## config.mk

```make
export PLATFORM = sky130hd
export DESIGN_NAME = mem_access
export DESIGN_NICKNAME = d
export VERILOG_FILES = /design/src/rtl/mem_access.sv
export SDC_FILE = /design/constraint.sdc
export NUM_CORES = 1
export LEC_CHECK = 0
export BUFFER_PORTS_ARGS = -buffer_cell sky130_fd_sc_hd__buf_2
export CAP_MARGIN = 15
export CORE_MARGIN = 4
export CORE_UTILIZATION = 29
export DETAILED_ROUTE_END_ITERATION = 8
export PLACE_DENSITY = 0.65
export SKIP_LAST_GASP = 1
export SYNTH_ARGS = -nofsm -noshare
export SYNTH_HDL_FRONTEND = slang
export SYNTH_SLANG_ARGS = --single-unit
export TNS_END_PERCENT = 20
```

## constraint.sdc

```tcl
create_clock -name clk -period 2.25 [get_ports clk]
set_input_delay 0.45 -clock clk [delete_from_list [all_inputs] [get_ports clk]]
set_output_delay 0.45 -clock clk [all_outputs]
set_load 0.1 [all_outputs]
```

## src/rtl/mem_access.sv

```systemverilog
// Memory-access pipeline stage: drives a req/addr_ok/data_ok SRAM-like bus, aligns store lanes,
// extends load data, flags misaligned accesses and stalls upstream until the access completes.
module mem_access #(
  parameter int unsigned AW = 32
) (
  input  logic          clk,
  input  logic          rst,
  input  logic          mem_valid_i,
  input  logic [3:0]    mem_memop_i,
  input  logic [31:0]   mem_aluout_i,
  input  logic [31:0]   mem_wdata_i,
  input  logic [31:0]   mem_excepttype_i,
  input  logic          mem_flush_i,
  input  logic          pipe_adv_i,
  output logic          data_req,
  output logic          data_wr,
  output logic [1:0]    data_size,
  output logic [AW-1:0] data_addr,
  output logic [3:0]    data_wstrb,
  output logic [31:0]   data_wdata,
  input  logic          data_addr_ok,
  input  logic          data_data_ok,
  input  logic [31:0]   data_rdata,
  output logic [31:0]   mem_result_o,
  output logic [31:0]   mem_excepttype_o,
  output logic [31:0]   mem_badvaddr_o,
  output logic          mem_stall_o
);

  typedef enum logic [2:0] {StIdle, StReq, StWait, StCancel, StDone} state_e;

  state_e      state_q, state_d;
  logic [31:0] ld_buf_q, ld_buf_d;

  logic        op_ld, op_st, op_sext;
  logic [1:0]  op_size;
  logic [1:0]  lane;
  logic        addr_err, launch;
  logic [7:0]  rd_byte;
  logic [15:0] rd_half;
  logic [31:0] ld_ext;

  assign lane = mem_aluout_i[1:0];

  always_comb begin
    op_ld   = 1'b0;
    op_st   = 1'b0;
    op_sext = 1'b0;
    op_size = 2'd0;
    case (mem_memop_i)
      4'd1:    begin op_ld = 1'b1; op_sext = 1'b1; op_size = 2'd0; end
      4'd2:    begin op_ld = 1'b1; op_size = 2'd0; end
      4'd3:    begin op_ld = 1'b1; op_sext = 1'b1; op_size = 2'd1; end
      4'd4:    begin op_ld = 1'b1; op_size = 2'd1; end
      4'd5:    begin op_ld = 1'b1; op_size = 2'd2; end
      4'd6:    begin op_st = 1'b1; op_size = 2'd0; end
      4'd7:    begin op_st = 1'b1; op_size = 2'd1; end
      4'd8:    begin op_st = 1'b1; op_size = 2'd2; end
      default: ;
    endcase
  end

  assign addr_err = mem_valid_i && (op_ld || op_st) &&
                    ((op_size == 2'd1 && lane[0]) || (op_size == 2'd2 && lane != 2'd0));

  // rst is folded in so no request leaks onto the bus while reset is held.
  assign launch = rst && mem_valid_i && (op_ld || op_st) && (mem_excepttype_i == 32'd0) &&
                  !addr_err && !mem_flush_i;

  always_comb begin
    rd_byte = data_rdata[7:0];
    case (lane)
      2'd1:    rd_byte = data_rdata[15:8];
      2'd2:    rd_byte = data_rdata[23:16];
      2'd3:    rd_byte = data_rdata[31:24];
      default: ;
    endcase
    rd_half = lane[1] ? data_rdata[31:16] : data_rdata[15:0];
    case (op_size)
      2'd0:    ld_ext = {{24{op_sext & rd_byte[7]}}, rd_byte};
      2'd1:    ld_ext = {{16{op_sext & rd_half[15]}}, rd_half};
      default: ld_ext = data_rdata;
    endcase
  end

  always_comb begin
    state_d     = state_q;
    ld_buf_d    = ld_buf_q;
    data_req    = 1'b0;
    mem_stall_o = 1'b0;
    case (state_q)
      StIdle: begin
        data_req    = launch;
        mem_stall_o = launch;
        if (launch) state_d = data_addr_ok ? StWait : StReq;
      end
      StReq: begin
        data_req    = 1'b1;
        mem_stall_o = 1'b1;
        // An accepted request still owes a data_ok even if flushed in the same cycle.
        if (data_addr_ok)     state_d = mem_flush_i ? StCancel : StWait;
        else if (mem_flush_i) state_d = StIdle;
      end
      StWait: begin
        mem_stall_o = 1'b1;
        if (data_data_ok) begin
          if (mem_flush_i) begin
            state_d = StIdle;
          end else begin
            ld_buf_d = ld_ext;
            state_d  = StDone;
          end
        end else if (mem_flush_i) begin
          state_d = StCancel;
        end
      end
      StCancel: begin
        mem_stall_o = 1'b1;
        if (data_data_ok) state_d = StIdle;
      end
      StDone: begin
        if (pipe_adv_i || mem_flush_i) state_d = StIdle;
      end
      default: state_d = StIdle;
    endcase
  end

  always_ff @(posedge clk or negedge rst) begin
    if (!rst) begin
      state_q  <= StIdle;
      ld_buf_q <= 32'd0;
    end else begin
      state_q  <= state_d;
      ld_buf_q <= ld_buf_d;
    end
  end

  // Bus fields are zeroed whenever no request is presented.
  always_comb begin
    data_wr    = data_req && op_st;
    data_size  = data_req ? op_size : 2'd0;
    data_addr  = data_req ? AW'(mem_aluout_i) : '0;
    data_wstrb = 4'b0000;
    data_wdata = 32'd0;
    if (data_req && op_st) begin
      case (op_size)
        2'd0: begin
          data_wstrb = 4'b0001 << lane;
          data_wdata = {4{mem_wdata_i[7:0]}};
        end
        2'd1: begin
          data_wstrb = lane[1] ? 4'b1100 : 4'b0011;
          data_wdata = {2{mem_wdata_i[15:0]}};
        end
        default: begin
          data_wstrb = 4'b1111;
          data_wdata = mem_wdata_i;
        end
      endcase
    end
  end

  always_comb begin
    mem_excepttype_o = mem_excepttype_i;
    mem_badvaddr_o   = 32'd0;
    if (mem_excepttype_i == 32'd0 && addr_err) begin
      mem_excepttype_o = op_ld ? 32'h04 : 32'h05;
      mem_badvaddr_o   = mem_aluout_i;
    end
    mem_result_o = (state_q == StDone && op_ld) ? ld_buf_q : mem_aluout_i;
  end

endmodule

```

==> run summary, run 1 <==
* finished, violations left — status
* negative setup slack — failing checks
* state_q[2] — reg-to-reg startpoint
* 5 — Num CTS Buffers
* 0.000341 V — peak supply drop
* 0 — final-report hold violation count
* 961 — placed cells
* 8390 µm² — area after detailed placement
* 5452 — number of global-route vias before repair
* 2 — worst-case clock buffer depth
* 0.491 ns — transition time of the tightest slew-check pin
* 16000 µm — HPWL after detailed placement
* 5154 — via total after detailed routing
* 392 — detailed router's first-iteration violation count
* 2.82 ns — Min Clock Period, post-route
* done — TritonCTS clock tree
* in -> async — type of the most critical hold path
* 12700 µm² — Core ar.
* 29.7% — initial core utilization
* 14900 µm² — die footprint
* 122 µm — DIE HEIGHT
* -0.600 ns — minimum setup slack after placement
* 125% — ratio of final minimum period to clock period
* 35 — number of clock sinks
* 980 — final cell count without fillers
* 139 — Final Setup Violations
* 3770 µm² — Netlist Area Pre-Place
* 23.2% — share of the yosys chip area belonging to registers
* 25.4% — GR Util All Layers
* 41 — std cell rows
* 0.28 ns — clock latency on the worst-skew pair
* 307 — PortBufs
* 36 — largest net degree at the start of global routing
* 619 — syn_nets
* 480 — Post-Syn Instances
* 122 µm — die width
* input pin — type of origin of the critical path
* -0.568 ns — final critical-path setup slack
* 70.1% — fin util
* 0 — number of max-capacitance violations reported
* 4.10 nW — Static Leak
* 0 — Post-synth EDFFs
* 67.3% — Rel. slew slack
* 54 — count of unique library cells instantiated by Yosys
* 19700 µm — routed wire length
* 0 — max-slew violation count
* 14 — CP max FO
* sky130_fd_sc_hd__clkbuf_16 — CTS root buf
* 5.26 — ratio of routed vias to standard cells
* mem_memop_i[3] — launch point of the worst path
* 0.933 — final weighted congestion in routability-driven placement
* 1.80 ns — required time worst endpoint
* 1 — number of antenna violations at the first check in global routing
* 64.7% — fraction of layout cells with a size suffix above 1
* 2.37 ns — Arr. time, crit path
* 5 — number of optimization iterations in the first detailed-route pass
* 945 — total number of nets in the final design
* 0 — Warnings, synthesis
* 308 — count of boundary I/O pins
* 7.85 µm² — mean area per synthesized cell
* 35 — synthesis-stage register bit count
* output port — kind of end point of the critical path
* 303 nW/µm² — cell area power density
* 136% — area growth from synthesis to final layout
* 0 — GR Overflow Total
* sky130_fd_sc_hd__dfrtp_1 — top flip-flop cell by instance count after synthesis
* in -> out — Setup Crit Path Kind
* 20.1 µm — routed wirelength normalized by instance count
* 0 — total DRC errors in the routed layout
* 2 — number of H-tree levels
* 0.355 GHz — Max Freq
* 29600 µm — global-route wire length before repair
* 100% — share of synthesized registers carrying an async set or reset
* 0.05 ns — Reg clk slew, reported paths
* 0 — final antenna-violating net count
* 0.00607 ns — maximum clock skew at final layout
* 8880 µm² — summed area of non-filler cells in the final layout
* yes — unrepaired setup endpoints after global routing
-- kinds of logic after synthesis --
kind of cell | after synthesis | synth area share, %
AND/OR/NAND/NOR | 223 | 32.3
AO/OA/AOI/OAI | 87 | 15.5
buffers and inverters | 78 | 10.0
multiplexers | 57 | 18.9
flip-flops | 35 | 23.2
-- final cells by class --
cell class                 count  area, µm²
clock inverter                 2       35.0
clock buffer                   6        139
sequential                    35        876
tap                          172        215
fill                         909       3790
multi-input combinational    367       3060
timing repair buffer         392       4540
inverter                       5       18.8
antenna                        1       2.50
-- through the flow --
stage	total power [mW]	hold WS [ns]	setup TNS [ns]
2_1_floorplan	1.37	0.154	-76.82
3_3_place_gp	1.85	0.502	-66.25
3_5_place_dp	1.86	0.520	-65.20
4_1_cts	2.69	0.249	-56.61
5_1_grt	2.79	0.271	-67.17
6_report	2.69	0.227	-55.00
-- sequential cells by signal, indices dropped and copies added, names as in the netlist --
signal    cells
ld_buf_q     32
state_q       3
-- worst paths after layout --
kind / end / cells past startpoint / slack (ns)
hold reg to reg: ld_buf_q[20] / 2 / 0.53
min in group clk: ld_buf_q[3] / 3 / 0.42
hold / removal: ld_buf_q[23] / 2 / 0.23
setup / recovery: data_wstrb[1] / 10 / -0.57
max in group asynchronous: ld_buf_q[7] / 2 / 1.67
setup reg to reg: ld_buf_q[4] / 5 / 0.41
-- cell usage in the layout (no fill, tap or decap), types with 6 or more instances in the layout --
cell                          n
sky130_fd_sc_hd__nor4_4      12
sky130_fd_sc_hd__buf_6       10
sky130_fd_sc_hd__o21ai_0      6
sky130_fd_sc_hd__a21oi_1     42
sky130_fd_sc_hd__clkbuf_16    6
sky130_fd_sc_hd__buf_2      160
sky130_fd_sc_hd__mux2_2      31
sky130_fd_sc_hd__nand2_1     28
sky130_fd_sc_hd__nor2_2       6
sky130_fd_sc_hd__dfrtp_1     35
sky130_fd_sc_hd__mux2i_1     17
sky130_fd_sc_hd__buf_12     150
sky130_fd_sc_hd__nor2_1      48
sky130_fd_sc_hd__and3_1      37
sky130_fd_sc_hd__and2_1      18
sky130_fd_sc_hd__nor3_4      20
sky130_fd_sc_hd__and2_4      16
sky130_fd_sc_hd__buf_4       66
sky130_fd_sc_hd__o22ai_1      7
sky130_fd_sc_hd__mux4_2       8
sky130_fd_sc_hd__a22oi_1      7
-- synthesized netlist by cell type (all sizes together), types with 5 or more instances --
master  number  area share (%)
mux2i       17             4.5
o22ai        8             1.3
a221oi       8             2.4
a22oi        7             1.4
a21oi       44             6.1
o21ai        7            0.93
and2        34             5.7
dfrtp       35              23
inv          5            0.50
mux2        32             9.6
mux4         8             4.8
nor3        27             3.6
clkbuf      48             4.8
and3        38             6.3
nand2       29             3.0
nor4        16             3.7
buf         25             4.7
nor2        57             5.7
-- worst max-delay path: stages --
cell,delay [ns]
sky130_fd_sc_hd__buf_2,0.10
sky130_fd_sc_hd__or4_4,0.52
sky130_fd_sc_hd__nand4_1,0.16
sky130_fd_sc_hd__nor4_4,0.05
sky130_fd_sc_hd__buf_4,0.14
sky130_fd_sc_hd__a31oi_4,0.32
sky130_fd_sc_hd__buf_12,0.24
sky130_fd_sc_hd__buf_4,0.15
sky130_fd_sc_hd__nor2_2,0.05
sky130_fd_sc_hd__buf_12,0.17
-- power breakdown --
part	total, mW	switching (mW)	leakage (nW)	internal (mW)
combinational	1.24	0.810	3.52	0.435
sequential	0.630	0.00000000109	0.489	0.630
clock	0.814	0.263	0.0869	0.551
total	2.69	1.07	4.10	1.61
-- metal layers --
metal	global-route usage (%)	part of all wire [%]	vias up
li1	-	-	2359
met5	0	0	-
met2	49.0	54	278
met1	27.2	34	2490
met4	6.93	2.4	0
met3	6.50	9.8	27
-- repair_timing --
item,in CTS,in global routing
hold buffers,0,0
setup endpoints to repair,139,139
pin swaps,16,12
cloned,2,1
buffers inserted,5,2
resized for setup,34,16
No activity file was read; power rests on OpenSTA's default activity.
==> inputs of run 2 (changes only) <==
--- a/config.mk
+++ b/config.mk
@@ -7,10 +7,12 @@
 export LEC_CHECK = 0
 export BUFFER_PORTS_ARGS = -buffer_cell sky130_fd_sc_hd__buf_2
 export CAP_MARGIN = 15
+export CELL_PAD_IN_SITES_DETAIL_PLACEMENT = 1
+export CELL_PAD_IN_SITES_GLOBAL_PLACEMENT = 2
 export CORE_MARGIN = 4
-export CORE_UTILIZATION = 29
+export CORE_UTILIZATION = 17
 export DETAILED_ROUTE_END_ITERATION = 8
-export PLACE_DENSITY = 0.65
+export PLACE_DENSITY_LB_ADDON = 0.1
 export SKIP_LAST_GASP = 1
 export SYNTH_ARGS = -nofsm -noshare
 export SYNTH_HDL_FRONTEND = slang
==> run summary, run 2 (same netlist as run 1, synthesis figures left out) <==
* finished, violations left — status
* negative setup slack — failing checks
* 3.99 nW — Static Leak
* 0 — number of max-capacitance violations reported
* 0 — final antenna-violating net count
* buf_6 > nor4_2 > nand4_1 > nor4_4 > buf_4 > a31oi_4 > buf_12 > buf_12 > nor3_4 > buf_12 — ordered list of cells on the worst path
* 0 — total DRC errors in the routed layout
* 32 — max reg flops
* 0.28 ns — peak per-stage delay on the critical path
* ld_buf_q — most flop-heavy register
* 2.38 ns — Arr. time, crit path
* 4.65 — ratio of routed vias to standard cells
* 934 — total number of nets in the final design
* 0.000206 V — peak supply drop
* 0.353 GHz — Max Freq
* 0 — number of antenna violations at the first check in global routing
* 24600 µm² — die footprint
* 32300 µm — global-route wire length before repair
* 62.1% — fraction of layout cells with a size suffix above 1
* mem_excepttype_i[12] — launch point of the worst path
* 0.502 ns — transition time of the tightest slew-check pin
* 21800 µm — routed wire length
* 1076 — final cell count without fillers
* 0.00322 ns — maximum clock skew at final layout
* output port — kind of end point of the critical path
* state_q[2] — reg-to-reg startpoint
* data_wdata[17] — end of the critical path
* 36 — largest net degree at the start of global routing
* in -> out — Setup Crit Path Kind
* sky130_fd_sc_hd__nor4_4 — Max stage delay cell, worst path
* 66.5% — Rel. slew slack
* 0 — number of diodes added for antenna fixing
* 2 — number of H-tree levels
* sky130_fd_sc_hd__clkbuf_16 — CTS root buf
* input pin — type of origin of the critical path
* -0.583 ns — final critical-path setup slack
* 0.832 — final weighted congestion in routability-driven placement
* 1064 — placed cells
* in -> async — type of the most critical hold path
* 2.83 ns — Min Clock Period, post-route
* 35 — number of clock sinks
* 40.4% — fin util
* 5 — Worst Reg2Reg Path Length in Cells
* sky130_fd_sc_hd__buf_2, sky130_fd_sc_hd__buf_12, sky130_fd_sc_hd__buf_4, sky130_fd_sc_hd__nor2_1, sky130_fd_sc_hd__a21oi_1 — leading cell types in the layout, fill and taps excluded
* 139 — Final Setup Violations
* 20.3 µm — routed wirelength normalized by instance count
* ld_buf_q[2] — Worst R2R End
* sky130_fd_sc_hd__buf_12 — Most common cell on crit path
* 0 — final-report hold violation count
* 283 nW/µm² — cell area power density
* 126% — ratio of final minimum period to clock period
* 5562 — number of global-route vias before repair
* 5007 — via total after detailed routing
* 2.49 mW — sum of internal, switching and leakage power
* 0.28 ns — clock latency on the worst-skew pair
* 0.05 ns — Reg clk slew, reported paths
* 0 — GR Overflow Total
* sky130_fd_sc_hd__buf_2 — most frequent standard cell in the layout excluding fill and tap cells
* 157 µm — die width
* 0.37 ns — setup slack of the worst register-to-register path
* 307 — PortBufs
* 54 — std cell rows
* 16.9% — GR Util All Layers
* 21800 µm² — Core ar.
* 151 — detailed router's first-iteration violation count
* 4 — number of optimization iterations in the first detailed-route pass
* 134% — area growth from synthesis to final layout
* 17.3% — initial core utilization
* done — TritonCTS clock tree
* yes — unrepaired setup endpoints after global routing
* 2 — worst-case clock buffer depth
* ld_buf_q: 32 flops, state_q: 3 flops — largest registers
* 17900 µm — HPWL after detailed placement
* 308 — count of boundary I/O pins
* 0 — max-slew violation count
* 1.80 ns — required time worst endpoint
* 11 — CP max FO
* 157 µm — DIE HEIGHT
* 5 — Num CTS Buffers
-- run 2: cell types whose count changed in the layout (fill, tap and decap cells not counted), sizes merged --
| cell | change |
|---|---|
| clkbuf | +1 |
| bufinv | -1 |
| buf | -11 |
| diode | -1 |
-- run 2: routing by layer --
metal  global-route usage [%]  wire [µm]
met5                        0          0
met4                     2.89        216
met3                     4.01       1680
met1                     19.0       8330
met2                     32.5      11600
-- run 2: timing repair --
action	in CTS	in global routing
buffers inserted	1	1
resized for setup	19	1
pin swaps	5	3
setup endpoints to repair	139	139
gates cloned	1	1
hold buffers	0	0
-- run 2: cell type report --
| class | instances | area (µm²) |
|---|---|---|
| clock inverter | 1 | 5.00 |
| sequential | 35 | 876 |
| fill | 2457 | 13000 |
| inverter | 5 | 18.8 |
| tap | 280 | 350 |
| timing repair buffer | 381 | 4440 |
| clock buffer | 7 | 133 |
| multi-input combinational | 367 | 3000 |
-- run 2: worst min-delay path by stage --
stage	depth (start not counted)	slack (ns)	startpoint	end
finish	2	0.29	rst	state_q[0]
global route	2	0.35	rst	state_q[2]
CTS	2	0.32	rst	state_q[0]
detailed placement	2	0.52	ld_buf_q[17]	ld_buf_q[17]
global placement	2	0.51	ld_buf_q[30]	ld_buf_q[30]
floorplan	0	0.15	rst	ld_buf_q[0]
-- run 2: through the flow --
stage / setup TNS, ns / hold WS (ns) / instance area, µm² / setup WS, ns
floorplan: -76.82 / 0.154 / 4230 / -0.941
global placement: -68.56 / 0.512 / 8520 / -0.602
detailed placement: -76.30 / 0.523 / 8520 / -0.655
CTS: -70.75 / 0.316 / 8780 / -0.629
global route: -80.11 / 0.350 / 8820 / -0.703
finish: -65.80 / 0.295 / 8820 / -0.583
-- run 2: power by group --
part	internal, mW	total, mW	leakage, nW	switching, mW
clock network	0.409	0.670	0.0679	0.261
registers	0.630	0.630	0.489	0.00000000127
logic	0.401	1.19	3.43	0.793
total	1.44	2.49	3.99	1.05
-- run 2: critical path, delay by kind of cell --
kind / cells / cell delay [ns]
and+or+nand+nor: 4 / 0.97
buffers and inverters: 5 / 0.81
AOI/OAI and AO/OA: 1 / 0.13
==> inputs of run 3 (changes only) <==
--- a/config.mk
+++ b/config.mk
@@ -5,13 +5,13 @@
 export SDC_FILE = /design/constraint.sdc
 export NUM_CORES = 1
 export LEC_CHECK = 0
-export BUFFER_PORTS_ARGS = -buffer_cell sky130_fd_sc_hd__buf_2
 export CAP_MARGIN = 15
 export CELL_PAD_IN_SITES_DETAIL_PLACEMENT = 1
 export CELL_PAD_IN_SITES_GLOBAL_PLACEMENT = 2
 export CORE_MARGIN = 4
-export CORE_UTILIZATION = 17
+export CORE_UTILIZATION = 29
 export DETAILED_ROUTE_END_ITERATION = 8
+export DONT_BUFFER_PORTS = 1
 export PLACE_DENSITY_LB_ADDON = 0.1
 export SKIP_LAST_GASP = 1
 export SYNTH_ARGS = -nofsm -noshare
==> run summary, run 3 (same netlist as run 1, synthesis figures left out) <==
* output port — kind of end point of the critical path
* 7300 µm² — area after detailed placement
* 3.20 nW — Static Leak
* 26.0% — GR Util All Layers
* 0 — max-slew violation count
* 750 — total number of nets in the final design
* 0.398 ns — transition time of the tightest slew-check pin
* 106% — area growth from synthesis to final layout
* 1.80 ns — required time worst endpoint
* 36 — largest net degree at the start of global routing
* input pin — type of origin of the critical path
* 32 — max reg flops
* negative setup slack — failing checks
* 308 — count of boundary I/O pins
* 5 — Num CTS Buffers
* 261 nW/µm² — cell area power density
* -0.414 ns — final critical-path setup slack
* 0 — final antenna-violating net count
* 139 — Final Setup Violations
* 4962 — number of global-route vias before repair
* 2 — number of H-tree levels
* 6.82% — met3 capacity usage during global routing
* 122 µm — DIE HEIGHT
* 5.61 — ratio of routed vias to standard cells
* in -> async — type of the most critical hold path
* 0 — GR Overflow Total
* 0 — number of antenna violations at the first check in global routing
* 0.848 — final weighted congestion in routability-driven placement
* ld_buf_q: 32 flops, state_q: 3 flops — largest registers
* 7770 µm² — summed area of non-filler cells in the final layout
* 73.3% — Rel. slew slack
* 784 — final cell count without fillers
* sky130_fd_sc_hd__buf_12 — most frequent standard cell in the layout excluding fill and tap cells
* 35 — number of clock sinks
* ld_buf_q — most flop-heavy register
* 12700 µm² — Core ar.
* -42.61 ns — setup_tns
* 20100 µm — routed wire length
* 2.66 ns — Min Clock Period, post-route
* 2.21 ns — Arr. time, crit path
* state_q[2] — reg-to-reg startpoint
* 29.7% — initial core utilization
* 0 — PortBufs
* 0.00402 ns — maximum clock skew at final layout
* 2.02 mW — sum of internal, switching and leakage power
* 118% — ratio of final minimum period to clock period
* 0.375 GHz — Max Freq
* met2 — GRT Max-Usage Layer
* yes — unrepaired setup endpoints after global routing
* 54.2% — fraction of layout cells with a size suffix above 1
* 0 — number of max-capacitance violations reported
* in -> out — Setup Crit Path Kind
* 122 µm — die width
* 0 — total DRC errors in the routed layout
* 0.000225 V — peak supply drop
* 0.28 ns — clock latency on the worst-skew pair
* mem_excepttype_i[16] — launch point of the worst path
* done — TritonCTS clock tree
* 0.06 ns — Reg clk slew, reported paths
* finished, violations left — status
* 1288 — count of filler cells inserted in the layout
* 14900 µm² — die footprint
* 16100 µm — HPWL after detailed placement
* 0 — number of diodes added for antenna fixing
* 4396 — via total after detailed routing
* 4 — number of optimization iterations in the first detailed-route pass
* sky130_fd_sc_hd__clkbuf_16 — CTS root buf
* 6 — CP max FO
* 53.4% — met2 Track Usage GR
* 0 — final-report hold violation count
* 763 — placed cells
* 29800 µm — global-route wire length before repair
* 2 — worst-case clock buffer depth
* 25.7% — met1 usage in global routing
* 177 — detailed router's first-iteration violation count
* sky130_fd_sc_hd__buf_12, sky130_fd_sc_hd__nor2_1, sky130_fd_sc_hd__a21oi_1, sky130_fd_sc_hd__buf_4, sky130_fd_sc_hd__dfrtp_1 — leading cell types in the layout, fill and taps excluded
* 41 — std cell rows
* 25.7 µm — routed wirelength normalized by instance count
[run 3: changes by cell type in the layout (fill, tap and decap cells not counted), sizes merged]
cell    change
buf       -183
clkbuf      -3
clkinv      +2
[run 3: routing by layer]
metal	share of wire, %	up-vias	wire, µm
met5	0	-	0
met4	1.4	0	282
met3	8.7	16	1750
met2	59	231	11900
met1	31	2187	6190
li1	-	1962	-
[run 3: per-stage QoR]
stage / hold slack [ns] / setup slack [ns] / utilization [%]
2_1_floorplan: 0.154 / -0.941 / -
3_5_place_dp: 0.155 / -0.571 / 57.6
5_1_grt: 0.0127 / -0.530 / 61.3
3_3_place_gp: 0.155 / -0.488 / 57.6
4_1_cts: 0.0137 / -0.543 / 60.1
6_report: 0.00801 / -0.414 / 61.3
[run 3: power by group]
part | internal, mW | switching, mW
Sequential | 0.630 | 0.00000000124
Clock | 0.404 | 0.263
Combinational | 0.272 | 0.455
Total | 1.31 | 0.718
[run 3: worst max-delay path, stage by stage]
cell                      delay [ns]
sky130_fd_sc_hd__nor4_1         0.30
sky130_fd_sc_hd__nand4_1        0.20
sky130_fd_sc_hd__nor4_4         0.25
sky130_fd_sc_hd__a31oi_4        0.15
sky130_fd_sc_hd__buf_12         0.18
sky130_fd_sc_hd__buf_8          0.13
sky130_fd_sc_hd__buf_12         0.12
sky130_fd_sc_hd__nor3_4         0.21
sky130_fd_sc_hd__buf_12         0.20
[run 3: path summary, 6_finish.rpt]
kind | to | slack [ns] | cells past startpoint
setup / recovery | data_wdata[11] | -0.41 | 9
hold / removal | ld_buf_q[24] | 0.008 | 1
setup reg to reg | ld_buf_q[2] | 0.33 | 5
hold reg to reg | ld_buf_q[19] | 0.52 | 2
max in group asynchronous | ld_buf_q[1] | 2.06 | 1
min in group clk | state_q[2] | 0.25 | 1
[run 3: cell type report]
cell class | count | area (µm²) | share of cell area (%)
Clock buffer | 5 | 125 | 1.61
Sequential cell | 35 | 876 | 11.3
Inverter | 5 | 18.8 | 0.242
Tap cell | 172 | 215 | 2.77
Clock inverter | 3 | 15.0 | 0.193
Timing Repair Buffer | 197 | 3430 | 44.1
Multi-Input combinational cell | 367 | 3090 | 39.8
[run 3: repair_timing]
action	CTS	global route
endpoints found under the hold margin	35	0
pin swaps	10	9
gates cloned	1	1
gates resized for setup	12	34
endpoints found under the setup margin	139	139
hold buffers	1	0
buffers inserted	9	1
